==> src/rtl/fifo_pkg.sv <==
// fifo_pkg: shared defaults and types for the FIFO controller slice.
//   FIFO_PTR_DEFAULT   default pointer width (depth = 2**FIFO_PTR)
//   FIFO_WIDTH_DEFAULT default SRAM data width (the data path bypasses the controller)
//   FIFO_CNT_W         occupancy counter width for the default pointer width
//   grant_e            which requester owned the SRAM port on the last granted cycle
package fifo_pkg;

  localparam int FIFO_PTR_DEFAULT   = 4;
  localparam int FIFO_WIDTH_DEFAULT = 8;
  localparam int FIFO_CNT_W         = FIFO_PTR_DEFAULT + 1;

  typedef enum logic {
    GRANT_WR = 1'b0,
    GRANT_RD = 1'b1
  } grant_e;

endpackage

==> src/rtl/fifo_rr_arb.sv <==
// fifo_rr_arb: two-requester round-robin arbiter for the single SRAM port.
//   clk_i      clock, rising edge
//   rst_i      asynchronous reset, active-high; forces both grants low
//   req_wr_i   legal write request
//   req_rd_i   legal read request
//   gnt_wr_o   write grant (combinational)
//   gnt_rd_o   read grant (combinational)
// The grants are mutually exclusive. On contention the requester that did not
// win the previous granted cycle wins; reset leaves "read" as the last winner
// so the first contention goes to the write side.
module fifo_rr_arb
  import fifo_pkg::*;
(
  input  logic clk_i,
  input  logic rst_i,
  input  logic req_wr_i,
  input  logic req_rd_i,
  output logic gnt_wr_o,
  output logic gnt_rd_o
);

  grant_e last_q, last_d;
  logic   win_wr, win_rd;

  // State register
  always_ff @(posedge clk_i or posedge rst_i) begin
    if (rst_i) last_q <= GRANT_RD;
    else       last_q <= last_d;
  end

  // Winner selection and next last-grant
  always_comb begin
    win_wr = 1'b0;
    win_rd = 1'b0;
    if (req_wr_i && req_rd_i) begin
      if (last_q == GRANT_RD) win_wr = 1'b1;
      else                    win_rd = 1'b1;
    end else begin
      win_wr = req_wr_i;
      win_rd = req_rd_i;
    end

    last_d = last_q;
    if (win_wr)      last_d = GRANT_WR;
    else if (win_rd) last_d = GRANT_RD;
  end

  // Outputs, silenced while reset is held
  always_comb begin
    gnt_wr_o = win_wr & ~rst_i;
    gnt_rd_o = win_rd & ~rst_i;
  end

endmodule

==> src/rtl/sync_fifo_ctrl.sv <==
// sync_fifo_ctrl: pointer, flag and port-arbitration controller in front of a
// single-port SRAM FIFO array. Never raises both SRAM enables in one cycle.
//   fifo_clk / fifo_rst       clock (rising edge) / async active-high reset
//   fifo_wr_req / fifo_rd_req client push / pop requests
//   fifo_wren / fifo_rden     SRAM write / read enables (combinational grants)
//   wr_ptr / rd_ptr           registered SRAM write / read addresses
//   fifo_wr_ack / fifo_rd_ack accepted push / pop (equal to the enables)
//   fifo_rd_valid             SRAM read data valid, one cycle after fifo_rden
//   fifo_count                occupancy 0..FIFO_DEPTH
//   fifo_full / fifo_empty    occupancy at depth / zero
//   fifo_afull / fifo_aempty  count >= AFULL_THRESH / count <= AEMPTY_THRESH
//   fifo_overflow             sticky: push requested while full
//   fifo_underflow            sticky: pop requested while empty
module sync_fifo_ctrl
  import fifo_pkg::*;
#(
  parameter int FIFO_PTR      = FIFO_PTR_DEFAULT,
  parameter int FIFO_DEPTH    = 2 ** FIFO_PTR_DEFAULT,
  parameter int AFULL_THRESH  = 14,
  parameter int AEMPTY_THRESH = 2
) (
  input  logic                fifo_clk,
  input  logic                fifo_rst,
  input  logic                fifo_wr_req,
  input  logic                fifo_rd_req,
  output logic                fifo_wren,
  output logic                fifo_rden,
  output logic [FIFO_PTR-1:0] wr_ptr,
  output logic [FIFO_PTR-1:0] rd_ptr,
  output logic                fifo_wr_ack,
  output logic                fifo_rd_ack,
  output logic                fifo_rd_valid,
  output logic [FIFO_PTR:0]   fifo_count,
  output logic                fifo_full,
  output logic                fifo_empty,
  output logic                fifo_afull,
  output logic                fifo_aempty,
  output logic                fifo_overflow,
  output logic                fifo_underflow
);

  localparam int CNT_W = FIFO_PTR + 1;
  localparam logic [CNT_W-1:0]    DEPTH_C  = CNT_W'(FIFO_DEPTH);
  localparam logic [CNT_W-1:0]    AFULL_C  = CNT_W'(AFULL_THRESH);
  localparam logic [CNT_W-1:0]    AEMPTY_C = CNT_W'(AEMPTY_THRESH);
  localparam logic [FIFO_PTR-1:0] PTR_ONE  = FIFO_PTR'(1);

  logic [FIFO_PTR-1:0] wr_ptr_q, wr_ptr_d;
  logic [FIFO_PTR-1:0] rd_ptr_q, rd_ptr_d;
  logic [CNT_W-1:0]    count_q, count_d;
  logic                full_q, full_d;
  logic                empty_q, empty_d;
  logic                afull_q, afull_d;
  logic                aempty_q, aempty_d;
  logic                ovf_q, ovf_d;
  logic                unf_q, unf_d;
  logic                rd_valid_q;

  logic wr_ok, rd_ok;
  logic gnt_wr, gnt_rd;

  assign wr_ok = fifo_wr_req & ~full_q;
  assign rd_ok = fifo_rd_req & ~empty_q;

  fifo_rr_arb u_arb (
    .clk_i    (fifo_clk),
    .rst_i    (fifo_rst),
    .req_wr_i (wr_ok),
    .req_rd_i (rd_ok),
    .gnt_wr_o (gnt_wr),
    .gnt_rd_o (gnt_rd)
  );

  // Next state. Grants are exclusive, so count moves by at most one and
  // the legality gating keeps it inside 0..FIFO_DEPTH. Flags are computed
  // from count_d so they line up with the registered count.
  always_comb begin
    wr_ptr_d = wr_ptr_q;
    rd_ptr_d = rd_ptr_q;
    count_d  = count_q;
    if (gnt_wr) begin
      wr_ptr_d = wr_ptr_q + PTR_ONE;
      count_d  = count_q + 1'b1;
    end else if (gnt_rd) begin
      rd_ptr_d = rd_ptr_q + PTR_ONE;
      count_d  = count_q - 1'b1;
    end
    full_d   = (count_d == DEPTH_C);
    empty_d  = (count_d == '0);
    afull_d  = (count_d >= AFULL_C);
    aempty_d = (count_d <= AEMPTY_C);
    ovf_d    = ovf_q | (fifo_wr_req & full_q);
    unf_d    = unf_q | (fifo_rd_req & empty_q);
  end

  always_ff @(posedge fifo_clk or posedge fifo_rst) begin
    if (fifo_rst) begin
      wr_ptr_q   <= '0;
      rd_ptr_q   <= '0;
      count_q    <= '0;
      full_q     <= 1'b0;
      empty_q    <= 1'b1;
      afull_q    <= 1'b0;
      aempty_q   <= 1'b1;
      ovf_q      <= 1'b0;
      unf_q      <= 1'b0;
      rd_valid_q <= 1'b0;
    end else begin
      wr_ptr_q   <= wr_ptr_d;
      rd_ptr_q   <= rd_ptr_d;
      count_q    <= count_d;
      full_q     <= full_d;
      empty_q    <= empty_d;
      afull_q    <= afull_d;
      aempty_q   <= aempty_d;
      ovf_q      <= ovf_d;
      unf_q      <= unf_d;
      rd_valid_q <= gnt_rd;
    end
  end

  assign fifo_wren      = gnt_wr;
  assign fifo_rden      = gnt_rd;
  assign fifo_wr_ack    = gnt_wr;
  assign fifo_rd_ack    = gnt_rd;
  assign wr_ptr         = wr_ptr_q;
  assign rd_ptr         = rd_ptr_q;
  assign fifo_count     = count_q;
  assign fifo_full      = full_q;
  assign fifo_empty     = empty_q;
  assign fifo_afull     = afull_q;
  assign fifo_aempty    = aempty_q;
  assign fifo_overflow  = ovf_q;
  assign fifo_underflow = unf_q;
  assign fifo_rd_valid  = rd_valid_q;

endmodule

==> config.mk <==
export PLATFORM = sky130hd
export DESIGN_NAME = sync_fifo_ctrl
export DESIGN_NICKNAME = d
export VERILOG_FILES = /design/src/rtl/fifo_pkg.sv /design/src/rtl/fifo_rr_arb.sv /design/src/rtl/sync_fifo_ctrl.sv
export SDC_FILE = /design/constraint.sdc
export NUM_CORES = 1
export LEC_CHECK = 0
export ABC_AREA = 1
export ABC_CLOCK_PERIOD_IN_PS = 3100
export CAP_MARGIN = 20
export CORE_ASPECT_RATIO = 1.75
export CORE_MARGIN = 5
export CORE_UTILIZATION = 49
export CTS_BUF_LIST = sky130_fd_sc_hd__clkbuf_16
export DETAILED_ROUTE_END_ITERATION = 7
export PLACE_DENSITY = 0.79
export SETUP_SLACK_MARGIN = 0.4
export SYNTH_ARGS = -nofsm -noshare
export SYNTH_HDL_FRONTEND = slang
export SYNTH_SLANG_ARGS = --single-unit
export TNS_END_PERCENT = 30
==> constraint.sdc <==
create_clock -name fifo_clk -period 3.1 [get_ports fifo_clk]
set_input_delay 0.93 -clock fifo_clk [delete_from_list [all_inputs] [get_ports fifo_clk]]
set_output_delay 0.93 -clock fifo_clk [all_outputs]
set_load 0.005 [all_outputs]
==> metrics, run 1 <==
CTS H-tree depth 1; Die Height 75.43 um; clk root buf clkbuf_16; row count 23; Detailed Routing Iterations Pass 1 4; Yosys top cell by area dfrtp_1; Initial Utilization 0.5142; per-cell routed wire length 13.15 um; PortBufs 27; setup TNS 0 ns; Max Slew Vio Count 0; pwr dens 973.8 mW/mm2; VDD IR-drop max 0.6226 mV; vias per cell 5.045; die width 47.39 um; largest net degree at the start of global routing 23; clock-pin transition on the worst setup and hold timing paths 0.06 ns; Setup violations, final 0; hpwl dp 2.013 mm; cts hold-fix bufs 0; GRT Total Usage 0.1719; Tmin final 2.660 ns; initial antenna violation count 0; Final Hold Fails 0; # DRC 0; CTS Buf Count 3; DR vias 999; Leak 0.8162 nW; Initial DRC Count 14; Core Region 0.002331 mm2; Tcrit/Tclk final 0.8581; first-pass GRT wire length 4.526 mm; Skew-Pair Late Insertion Delay 0.25 ns; worst-path maximum fanout 3; CTS tree yes; Synth Register Bits 21; syn nets 144; Crit Path Class in -> out; # IOs 28; Finished Cell Area 0.001623 mm2; Synth Instances 136; share of post-route cells with drive strength above 1 0.2197; top cell type's share of synthesized area 0.3758; utilization after layout 0.6962; Avg Cell Area, Syn 8.814 um2; RSZ-0062 raised after global routing true; Crit. End Element primary output; clock skew 0.002994 ns; Synth area leaders dfrtp_1 (38%), nand2_1 (12%), dfstp_2 (6.6%), nand3_1 (5.8%), inv_1 (4.4%); Critical Path RT 2.17 ns; Bufs on Longest Clock Path 2; layout net count 182; GRT overflow 0; post-placement cell area 0.001531 mm2; max-cap violations 0; Detailed Route WL 2.603 mm; Seq/Total Area, Yosys 0.4415; die area 0.003574 mm2; Synth warnings 0; worst path arrival time 1.73 ns; CP Launch Type primary input; CTS Sinks 21; n_diodes 0; fill count 186; class of the worst hold path reg -> reg; post-synthesis cell type count 26; synthesized area 0.001199 mm2; Finished Layout Cells 198; Post-DRT Antenna Nets 0; FMAX 0.3759 GHz; Layout area overhead 35.39%; relative slew slack 0.8094; Worst-Margin Slew 0.2858 ns; status complete, no violations; vias in the first global route 1017; Placed Instances 193; total design power 1.580 mW; GPL Wtd Cong 0.8253
[report_power, final]
part / leakage [nW] / internal [mW] / total [mW] / switching (mW)
Sequential: 0.251 / 0.405 / 0.529 / 0.124
Clock: 0.0423 / 0.172 / 0.267 / 0.0951
Combinational: 0.522 / 0.408 / 0.784 / 0.377
Total: 0.816 / 0.984 / 1.58 / 0.596
[kinds of logic (layout without fill, tap and decap cells)]
family          Yosys count  after routing  share of synthesized area
buf+inv                  20             57                    0.08350
fa+ha+maj                 4              4                    0.04176
compound gates            6              6                    0.03236
simple gates             74             74                     0.3142
flops                    21             21                     0.4415
xor+xnor                 11             11                    0.08664
[cell usage in the layout (no fill, tap or decap), types with 2 or more instances in the layout]
master,instances
buf_4,10
clkbuf_16,3
clkbuf_2,2
clkdlybuf4s15_1,3
clkdlybuf4s50_1,20
dfrtp_1,18
dfstp_2,3
ha_1,4
inv_1,14
inv_2,2
nand2_1,38
nand2_2,2
nand2_4,3
nand3_1,14
nand3_2,3
nor2_1,8
nor2_4,2
o21ai_1,2
xnor2_1,4
xor2_1,6
[Yosys cell counts]
library cell  number
inv_1             14
o21ai_1            2
o21ai_2            1
nand3_1           14
nor2_2             1
nand3_2            4
nor2_8             1
nor2_1             8
buf_6              1
a21o_1             1
dfrtp_1           18
xor2_2             1
xor2_1             6
nand2_1           39
dfstp_2            3
buf_4              2
xnor2_1            4
inv_2              2
ha_1               4
nand2_4            2
nand2_2            2
o21bai_1           1
nor2_4             2
clkbuf_8           1
o21ai_0            1
or2_2              1
[path summary, 6_finish.rpt]
kind	startpoint	endpoint	slack, ns	cells after the start
hold reg to reg	wr_ptr[3]$_DFFE_PP0N_	wr_ptr[3]$_DFFE_PP0N_	0.47	1
max in group asynchronous	fifo_rst	u_arb.last_q$_DFFE_PP1P_	1.91	3
setup / recovery	fifo_wr_req	fifo_rd_ack	0.44	6
setup reg to reg	u_arb.last_q$_DFFE_PP1P_	fifo_aempty$_DFF_PP1_	1.33	10
hold / removal	wr_ptr[3]$_DFFE_PP0N_	wr_ptr[3]$_DFFE_PP0N_	0.47	1
min in group asynchronous	fifo_rst	wr_ptr[3]$_DFFE_PP0N_	0.91	3
[layer usage]
metal  global-route usage  up-vias  routed length [um]
li1                     -      489                   -
met2               0.2955       25                1459
met5                    0        -                   0
met1               0.1973      479                 966
met3              0.03546        6                 119
met4              0.07385        0                  57
[worst max-delay path: stages]
cell and delay, ns:
dlygate4sd2_1 0.25, buf_4 0.14, nand3_4 0.09, nand2_4 0.05
inv_2 0.06, clkdlybuf4s15_1 0.21
[per-stage QoR]
stage / hold WS [ns] / worst slack (ns)
finish: 0.4651 / 0.4400
global route: 0.4888 / 0.3865
detailed placement: 0.4606 / -0.1377
global placement: 0.4440 / -0.1198
floorplan: 0.4510 / 0.4576
CTS: 0.4727 / 0.3995
[state kept, by name (all words and copies together) (netlist names)]
signal	cells
fifo_empty	1
fifo_rd_valid	1
fifo_aempty	1
wr_ptr	4
fifo_afull	1
u_arb.last_q	1
fifo_full	1
rd_ptr	4
fifo_underflow	1
fifo_count	5
fifo_overflow	1
[what timing repair did]
item | 4_1_cts | 5_1_grt
pin swaps | 2 | 0
setup buffers | 1 | 0
gates cloned | 0 | 0
setup endpoints to repair | 4 | 4
resized for setup | 12 | 7
[final cells by class]
class / instances / area, um2 / area share
Clock buffer: 3 / 75.07 / 0.04626
Clock inverter: 1 / 3.754 / 0.002313
Inverter: 16 / 63.81 / 0.03932
Multi-Input combinational cell: 95 / 584.3 / 0.3601
Sequential cell: 21 / 529.3 / 0.3261
Tap cell: 25 / 31.28 / 0.01928
Timing Repair Buffer: 37 / 335.3 / 0.2066
(Power assumes the default switching activity.)
==> run 2: changes to the inputs <==
- CTS_BUF_LIST: sky130_fd_sc_hd__clkbuf_16 -> unset
==> run 2 against run 1 <==
Die area stayed put. Sequential power barely moved. Flip-flop and latch count unchanged.
==> metrics, run 2 (synthesis results as in run 1) <==
status complete, no violations; Critical Path RT 2.17 ns (about the same); Sequential Power Share 0.354 (+0.019); GRT Total Usage 0.1719 (unchanged); Crit. End Element primary output; first-pass GRT wire length 4.443 mm (-1.8%); FMAX 0.3758 GHz (about the same); relative slew slack 0.8073 (-0.002091); CTS Buf Count 3 (unchanged); crit-path cells dlygate4sd2_1, buf_4, nand3_4, nand2_4, inv_2, clkdlybuf4s15_1; CP Launch Type primary input; VDD IR-drop max 0.4839 mV (-22%); Die Height 75.43 um (unchanged); Crit Path Class in -> out; per-cell routed wire length 12.98 um (-1.3%); clock-pin transition on the worst setup and hold timing paths 0.08 ns (+0.02 ns); clock power share 0.122 (-0.047); RSZ-0062 raised after global routing true; hpwl dp 2.013 mm (unchanged); Bufs on Longest Clock Path 2 (unchanged); commonest non-fill, non-tap cell in the layout nand2_1; total design power 1.492 mW (-5.6%); Detailed Route WL 2.570 mm (-1.3%); Tmin final 2.661 ns (+0.0008670 ns); max reg flops 5 (unchanged); largest net degree at the start of global routing 23 (unchanged); WHS 0.4699 ns (+0.004759 ns); CTS Sinks 21 (unchanged); Skew-Pair Late Insertion Delay 0.26 ns (about the same); share of post-route cells with drive strength above 1 0.2139 (-0.005780); crit-path leading delay family buffers and inverters; CP peak stage delay 0.25 ns (about the same); Detailed Routing Iterations Pass 1 4 (unchanged); CTS H-tree depth 1 (unchanged); # DRC 0 (unchanged); initial antenna violation count 0 (unchanged); most frequent cells in the layout nand2_1 (38), clkdlybuf4s50_1 (20), dfrtp_1 (18); DR vias 991 (-0.80%); utilization after layout 0.6838 (-0.01235); pwr dens 936.3 mW/mm2 (-3.8%); clk root buf clkbuf_8; die area 0.003574 mm2 (unchanged); dpl ws -0.1377 ns (unchanged); slowest CP cell dlygate4sd2_1; GRT overflow 0 (unchanged); row count 23 (unchanged); Initial Utilization 0.5142 (unchanged); worst setup margin 0.4391 ns (-0.0008670 ns); class of the worst hold path reg -> reg; CTS tree yes; combinational power share 0.524 (+0.028); setup TNS 0 ns (unchanged); vias in the first global route 981 (-3.5%); Setup violations, final 0 (unchanged); # IOs 28 (unchanged); Net Sw Power 589.4 uW (-1.2%); clock skew 0.004053 ns (+0.001059 ns); Core Region 0.002331 mm2 (unchanged); layout net count 182 (unchanged); Tcrit/Tclk final 0.8584 (about the same); PortBufs 27 (unchanged); n_diodes 0 (unchanged); worst path arrival time 1.73 ns (about the same); Leak 0.7973 nW (-2.3%); Initial DRC Count 14 (unchanged); worst-path maximum fanout 3 (unchanged); vias per cell 5.005 (-0.80%); max-cap violations 0 (unchanged); WP buf/inv 4 (unchanged); Worst-Margin Slew 0.2890 ns (+0.003136 ns); GPL Wtd Cong 0.8253 (unchanged); Final Hold Fails 0 (unchanged); Post-DRT Antenna Nets 0 (unchanged); die width 47.39 um (unchanged); internal power 903.1 uW (-8.2%); Switching Share 0.3949 (+0.01757); Max Slew Vio Count 0 (unchanged); Layout area overhead 32.99%
-- run 2: final timing paths --
kind / from / endpoint / slack, ns / cells after the start
hold / removal: wr_ptr[3]$_DFFE_PP0N_ / wr_ptr[3]$_DFFE_PP0N_ / 0.47 / 1
min in group asynchronous: fifo_rst / fifo_overflow$_DFF_PP0_ / 0.89 / 3
setup / recovery: fifo_wr_req / fifo_rden / 0.44 / 6
setup reg to reg: u_arb.last_q$_DFFE_PP1P_ / fifo_aempty$_DFF_PP1_ / 1.32 / 10
max in group asynchronous: fifo_rst / u_arb.last_q$_DFFE_PP1P_ / 1.94 / 3
hold reg to reg: wr_ptr[3]$_DFFE_PP0N_ / wr_ptr[3]$_DFFE_PP0N_ / 0.47 / 1
-- run 2: cell type report --
cell class                 count  area [um2]
timing repair buffer          37       340.3
fill                         194       737.0
inverter                      16       63.81
tap                           25       31.28
clock buffer                   4       45.04
sequential                    21       529.3
multi-input combinational     95       584.3
-- run 2: repair_timing --
action	in CTS	in global routing
setup buffers	1	0
gates resized for setup	12	6
hold buffers	0	0
setup endpoints to repair	4	4
pin swaps	1	0
-- run 2: routing by layer --
layer	share of wire	up-vias	global-route usage	routed length, um
li1	-	491	-	-
met1	0.38	471	0.1943	967
met2	0.55	22	0.2985	1424
met3	0.044	7	0.03310	113
met4	0.025	0	0.07692	63
met5	0	-	0	0
-- run 2: metrics by stage --
stage          std cells  cell area, um2
2_1_floorplan        136            1202
3_3_place_gp         193            1531
3_5_place_dp         193            1531
4_1_cts              198            1593
5_1_grt              198            1594
6_report             198            1594
-- run 2: power by group through the flow --
stage,logic (mW),registers (mW),clock network [mW]
2_1_floorplan,0.456,0.512,0
3_3_place_gp,0.766,0.522,0
3_5_place_dp,0.783,0.533,0
4_1_cts,0.791,0.531,0.184
5_1_grt,0.874,0.552,0.195
6_report,0.782,0.528,0.182
==> run 3: changes to the inputs <==
- CTS_BUF_LIST: unset -> sky130_fd_sc_hd__clkbuf_4 sky130_fd_sc_hd__clkbuf_8 sky130_fd_sc_hd__clkbuf_16
==> run 3 against run 2 <==
Wire length about the same. Cell count is the same. Critical path depth unchanged.
==> metrics, run 3 (synthesis results as in run 1) <==
Crit Path Class in -> out; relative slew slack 0.8074 (about the same); first-pass GRT wire length 4.436 mm (-0.16%); clk root buf clkbuf_8; worst-path maximum fanout 3 (unchanged); CP Launch Point fifo_wr_req; hpwl dp 2.013 mm (unchanged); n_diodes 0 (unchanged); Crit. End Element primary output; class of the worst hold path reg -> reg; CTS tree yes; CTS H-tree depth 1 (unchanged); crit-path cells dlygate4sd2_1, buf_4, nand3_4, nand2_4, inv_2, clkdlybuf4s15_1; CP peak stage delay 0.25 ns (about the same); die area 0.003574 mm2 (unchanged); CTS Buf Count 3 (unchanged); crit-path leading delay family buffers and inverters; Initial Utilization 0.5142 (unchanged); Sequential Power Share 0.353 (about the same); Net Sw Power 586.8 uW (-0.43%); worst reg-to-reg path cell count 10 (unchanged); worst path arrival time 1.73 ns (about the same); combinational power share 0.520 (-0.004); Critical Path Sink fifo_rden; pwr dens 937.8 mW/mm2 (+0.17%); Worst-Margin Slew 0.2889 ns (-0.0001092 ns); VDD IR-drop max 0.4909 mV (+1.5%); Critical Path RT 2.17 ns (about the same); Post-DRT Antenna Nets 0 (unchanged); Finished Cell Area 0.001598 mm2 (+0.24%); dpl ws -0.1377 ns (unchanged); capturing point of the worst reg2reg path fifo_aempty$_DFF_PP1_; most frequent cells in the layout nand2_1 (38), clkdlybuf4s50_1 (20), dfrtp_1 (18); Bufs on Longest Clock Path 2 (unchanged); row count 23 (unchanged); largest net degree at the start of global routing 23 (unchanged); Leak 0.8007 nW (+0.43%); slowest CP cell dlygate4sd2_1; post-placement cell area 0.001531 mm2 (unchanged); Core Region 0.002331 mm2 (unchanged); PortBufs 27 (unchanged); Max Slew Vio Count 0 (unchanged); layout net count 182 (unchanged); GPL Wtd Cong 0.8253 (unchanged); Initial DRC Count 19 (+5); vias in the first global route 986 (+0.51%); clock skew 0.004841 ns (+0.0007879 ns); Crit path depth 6 (unchanged); # IOs 28 (unchanged); clock-pin transition on the worst setup and hold timing paths 0.08 ns (about the same); max-cap violations 0 (unchanged); DR vias 983 (-0.81%); clock power share 0.127 (+0.005); initial antenna violation count 0 (unchanged); Setup violations, final 0 (unchanged); Die Height 75.43 um (unchanged); status complete, no violations; Tmin final 2.660 ns (-0.0006780 ns); # DRC 0 (unchanged); die width 47.39 um (unchanged); Detailed Routing Iterations Pass 1 4 (unchanged); max reg flops 5 (unchanged); Detailed Route WL 2.569 mm (about the same); FMAX 0.3759 GHz (about the same); Skew-Pair Late Insertion Delay 0.26 ns (about the same); R2R Setup Slk 1.32 ns (about the same); CP Launch Type primary input; CTS Sinks 21 (unchanged); vias per cell 4.965 (-0.81%); GRT overflow 0 (unchanged); Switching Share 0.3916 (-0.003285); Tcrit/Tclk final 0.8581 (about the same); per-cell routed wire length 12.97 um (about the same); RSZ-0062 raised after global routing true; commonest non-fill, non-tap cell in the layout nand2_1; Final Hold Fails 0 (unchanged); internal power 911.6 uW (+0.95%); worst setup margin 0.4398 ns (+0.0006780 ns); WP buf/inv 4 (unchanged); Layout area overhead 33.30%; r2r startpoint u_arb.last_q$_DFFE_PP1P_; share of post-route cells with drive strength above 1 0.2197 (+0.005780); GRT Total Usage 0.1714 (-0.0004658); cts hold-fix bufs 0 (unchanged); total design power 1.498 mW (+0.40%)
run 3: cell counts in the layout (fill, tap and decap cells not counted):
No cell type changed its count.
run 3: how the worst min path moves through the flow:
stage / startpoint / end / depth (start not counted)
detailed placement: wr_ptr[3]$_DFFE_PP0N_ / wr_ptr[3]$_DFFE_PP0N_ / 1
floorplan: fifo_underflow$_DFF_PP0_ / fifo_underflow$_DFF_PP0_ / 1
finish: wr_ptr[3]$_DFFE_PP0N_ / wr_ptr[3]$_DFFE_PP0N_ / 1
CTS: wr_ptr[3]$_DFFE_PP0N_ / wr_ptr[3]$_DFFE_PP0N_ / 1
global route: rd_ptr[3]$_DFFE_PP0P_ / rd_ptr[3]$_DFFE_PP0P_ / 1
global placement: fifo_underflow$_DFF_PP0_ / fifo_underflow$_DFF_PP0_ / 1
run 3: repair_timing:
| action | in CTS | in global routing |
|---|---|---|
| gates resized for setup | 12 | 6 |
| pin swaps | 1 | 0 |
| endpoints found under the setup margin | 4 | 4 |
| setup buffers | 1 | 0 |
| cloned | 0 | 0 |
run 3: final cells by class:
| class | count | area (um2) |
|---|---|---|
| fillers | 192 | 733.2 |
| multi-input cells | 95 | 584.3 |
| flip-flops and latches | 21 | 529.3 |
| repair buffers | 37 | 340.3 |
| inverters | 16 | 63.81 |
| clock buffers | 4 | 48.80 |
| well taps | 25 | 31.28 |
run 3: power groups by stage:
| stage | registers [mW] | clock network (mW) | logic (mW) |
|---|---|---|---|
| 6_report | 0.529 | 0.190 | 0.780 |
| 5_1_grt | 0.552 | 0.203 | 0.874 |
| 4_1_cts | 0.531 | 0.192 | 0.790 |
| 3_5_place_dp | 0.533 | 0 | 0.783 |
| 3_3_place_gp | 0.522 | 0 | 0.766 |
| 2_1_floorplan | 0.512 | 0 | 0.456 |
run 3: per-layer routing:
layer,global-route usage,up-vias,routed length [um]
met5,0,-,0
met4,0.07692,0,63
met3,0.03310,7,112
met2,0.2985,20,1431
met1,0.1928,465,961
li1,-,491,-
run 3: worst register-to-register path, delay by kind of cell (launching register included):
family                 cells  cell delay [ns]
flip-flops                 1             0.56
buffers and inverters      3             0.40
AND/OR/NAND/NOR            7             0.74
run 3: stage by stage:
step / utilization / std cells / TNS, ns / hold WS [ns]
2_1_floorplan: - / 136 / 0 / 0.4510
3_3_place_gp: 0.6570 / 193 / -0.4546 / 0.4440
3_5_place_dp: 0.6570 / 193 / -0.5013 / 0.4606
4_1_cts: 0.6849 / 198 / 0 / 0.4756
5_1_grt: 0.6855 / 198 / 0 / 0.4925
6_report: 0.6855 / 198 / 0 / 0.4699
==> RTL change 1: new RTL, settings of run 2 <==
Register the output `fifo_overflow` once more; this adds one clock of latency there. The other outputs are not delayed to match.
--- a/src/rtl/sync_fifo_ctrl.sv
+++ b/src/rtl/sync_fifo_ctrl.sv
@@ -132,3 +132,5 @@
   assign fifo_aempty    = aempty_q;
-  assign fifo_overflow  = ovf_q;
+  always_ff @(posedge fifo_clk) begin
+    fifo_overflow <= ovf_q;
+  end
   assign fifo_underflow = unf_q;
Behaviour: same outputs for any inputs over 10 cycles, from zero or initial values and one cycle with fifo_rst high; that may be too few to reach the edited logic, so the function may still have changed.
==> RTL change 1 against run 2 <==
Setup slack got worse by 0.033 ns; global-route usage hardly changed; area after synthesis grew 1.7%; total power is 1.0% higher; register-to-register slack got worse by 0.03 ns; sequential cell count grew 1; maximum frequency down 1.2%; wire length is 1.6% higher; cell area increased by 0.71%; critical endpoint unchanged.
==> RTL change 1: results (changes against run 2) <==
DP Area 1550 um2 (+0.90%); Cells after Synth 137 (+0.74%); average wire per standard cell 13.1 um (+1.0%); Non-clock buffers, area share 20.6% (-0.77 points); min-delay src ovf_q; Syn Nets 145 (+0.69%); Total GRT Usage 17.2% (about the same); Worst-Margin Slew 0.301 ns (+0.0116 ns); depth of the most critical reg-to-reg path 8 (-2); Seq/total area 34.2% (+1.0 points); R2R setup slack 1.29 ns (-0.03 ns); placed cells 194 (+0.52%); WL met3 99 um (-12%); Hold Crit Endpoint fifo_overflow; 1st-iter DRT viols 19 (+5); clock-cell share of area 2.81% (-0.020 points); CTS sink cnt 22 (+4.8%); Leakage 0.804 nW (+0.79%); status finished, final reports clean; DP Worst Slack -0.139 ns (-0.00126 ns); VDD IR max 0.595 mV (+23%); first-pass GRT wire length 4750 um (+7.0%); fill cell count 193 (-0.52%); Seq/Total Area, Yosys 45.1% (+0.92 points); final core occ 66.0% (-2.4 points); CP Data Arrival Time 1.76 ns (+0.03 ns); Area contributors post-synth dfrtp_1 (37%), nand2_1 (12%), dfstp_2 (6.5%); Vias 993 (+0.20%)
## RTL change 1: cell types whose count changed in the layout (fill, tap and decap cells not counted), sizes merged
cell	before	now
clkdlybuf4s15	5	3
buf	10	9
dfxtp	0	1
dlygate4sd2	1	3
## RTL change 1: logic make-up after synthesis
group           synth area share [%]
compound gates                  3.18
buf+inv                         8.21
simple gates                    30.9
xor+xnor                        8.52
flops                           45.1
fa+ha+maj                       4.11
## RTL change 1: power by group
part           total, mW  leakage, nW  internal [mW]  switching, mW
Combinational      0.779        0.521          0.403          0.376
Sequential         0.549        0.260          0.423          0.126
Clock              0.179       0.0228         0.0915         0.0880
## RTL change 1: what timing repair did
item,CTS,global route
endpoints found under the setup margin,5,4
pin swaps,0,1
hold buffers,0,0
resized for setup,12,4
buffers inserted,0,1
## RTL change 1: metal layers
| metal | vias up | track usage (%) |
|---|---|---|
| met2 | 25 | 28.1 |
| met5 | - | 0 |
| met4 | 0 | 5.93 |
| met1 | 466 | 21.9 |
| met3 | 6 | 2.36 |
| li1 | 496 | - |
==> RTL change 2: new RTL, flow settings as in run 2 <==
Made on the original files. `FIFO_PTR_DEFAULT`: 4 -> 3.
--- a/src/rtl/fifo_pkg.sv
+++ b/src/rtl/fifo_pkg.sv
@@ -7,3 +7,3 @@
 
-  localparam int FIFO_PTR_DEFAULT   = 4;
+  localparam int FIFO_PTR_DEFAULT   = 3;
   localparam int FIFO_WIDTH_DEFAULT = 8;
Ports: changed (resized fifo_count, rd_ptr and wr_ptr); port bits go from 28 to 25. The function was not compared with the original's and may differ.
==> RTL change 2 against run 2 <==
Clock skew fell by 0.00062 ns; setup slack got worse by 0.22 ns; die area fell by 14%; area after synthesis fell by 17%; synthesized cell count fell by 14%; sequential cell count fell by 3; total power fell by 16%; sequential share of layout area rose by 0.53 points; count of clock-buffer cells in the layout did not move; cell count fell by 12%; wire length fell by 16%; combinational power fell by 15%; cell area fell by 16%.
==> RTL change 2: results (changes against run 2) <==
status finished, final reports clean; clock root buffer clkbuf_4; Yosys cell types 21 (-19%); dpl hpwl 1670 um (-17%); fill cell count 160 (-18%); postcts setup bufs 3 (+2); Sw Share 39.0% (-0.48 points); met1 usage 17.7% (-1.8 points); Worst-Margin Slew 0.311 ns (+0.0224 ns); wire length on met1 807 um (-17%); VDD IR max 0.480 mV (-0.73%); CP peak stage delay 0.50 ns (+0.25 ns); WL met3 147 um (+30%); Post-synth ARST share 100% (unchanged); P_comb 0.666 mW (-15%); PortBufs 24 (-11%); final net count 160 (-12%); pin count of the biggest net entering global routing 12 (-48%); Seq/Total Area, Yosys 45.8% (+1.6 points); register share of total power 35.7% (+0.3 points); post_cts resized 8 (-4); CTS Buffer Depth 2 (unchanged); first-pass GRT wire length 3860 um (-13%); clk_skew 0.00344 ns (-0.000617 ns); Total GRT Usage 16.2% (-0.97 points); 1st-iter DRT viols 34 (+20); Leakage 0.717 nW (-10%); met2 usage 28.2% (-1.6 points); CP max stage cell clkdlybuf4s50_1; CP Data Arrival Time 1.95 ns (+0.22 ns); Syn Nets 125 (-13%); layout cells sized above 1 20.5% (-0.86 points); PD cells 930 nW/um2 (-0.63%); worst min path class flip-flop to flip-flop; max reg flops 4 (-1); top cells by count, synth nand2_1 (38), dfrtp_1 (15), inv_1 (13), nand3_1 (11); Worst-Skew Late Latency 0.29 ns (+0.03 ns); Area contributors post-synth dfrtp_1 (38%), nand2_1 (14%), dfstp_2 (7.9%); metal2 WL 1140 um (-20%); Post-Route WL 2160 um (-16%); Reg clk slew, reported paths 0.10 ns (+0.02 ns); Final Wtd Congestion 0.869 (+5.3%); Vias 869 (-12%); DP Worst Slack -0.114 ns (+0.0236 ns); number of global-route vias before repair 881 (-10%); grt met3 use 3.12% (-0.19 points)
==> RTL change 2: cell types whose count changed in the layout (fill, tap and decap cells not counted), moves of 3 or more <==
cell | run 2 | this run
dfrtp_1 | 18 | 15
xor2_1 | 6 | 2
nor2_1 | 8 | 5
nand3_1 | 14 | 9
clkbuf_4 | 0 | 3
nand2_4 | 3 | 0
dlygate4sd2_1 | 1 | 4
clkdlybuf4s15_1 | 4 | 1
==> RTL change 2: final timing paths <==
| check | from | to | slack (ns) | cells after the start |
|---|---|---|---|---|
| max in group asynchronous | fifo_rst | u_arb.last_q | 1.96 | 4 |
| setup reg to reg | fifo_empty | fifo_afull | 1.56 | 8 |
| hold reg to reg | fifo_underflow | fifo_underflow | 0.47 | 1 |
| hold / removal | fifo_underflow | fifo_underflow | 0.47 | 1 |
| min in group asynchronous | fifo_rst | fifo_count[2] | 0.91 | 4 |
| setup / recovery | fifo_wr_req | fifo_rd_ack | 0.22 | 5 |
==> RTL change 2: final cells by class <==
cell class / count / area share (%)
Sequential cell: 18 / 33.7
Tap cell: 23 / 2.14
Clock buffer: 4 / 2.70
Inverter: 16 / 4.55
Multi-Input combinational cell: 79 / 33.6
Timing Repair Buffer: 34 / 23.2
==> RTL change 2: per-stage QoR <==
stage / std cells / cell area (um2)
finish: 174 / 1350
global route: 174 / 1350
CTS: 174 / 1340
detailed placement: 167 / 1280
global placement: 167 / 1280
floorplan: 117 / 992
==> RTL change 2: kinds of logic after synthesis <==
kind of cell,share of synthesized area (%)
xor gates and xnor gates,6.18
DFF,45.8
buffers and inverters,9.58
and+or+nand+nor,31.4
AOI/OAI and AO/OA,2.02
adders and majority gates,5.04
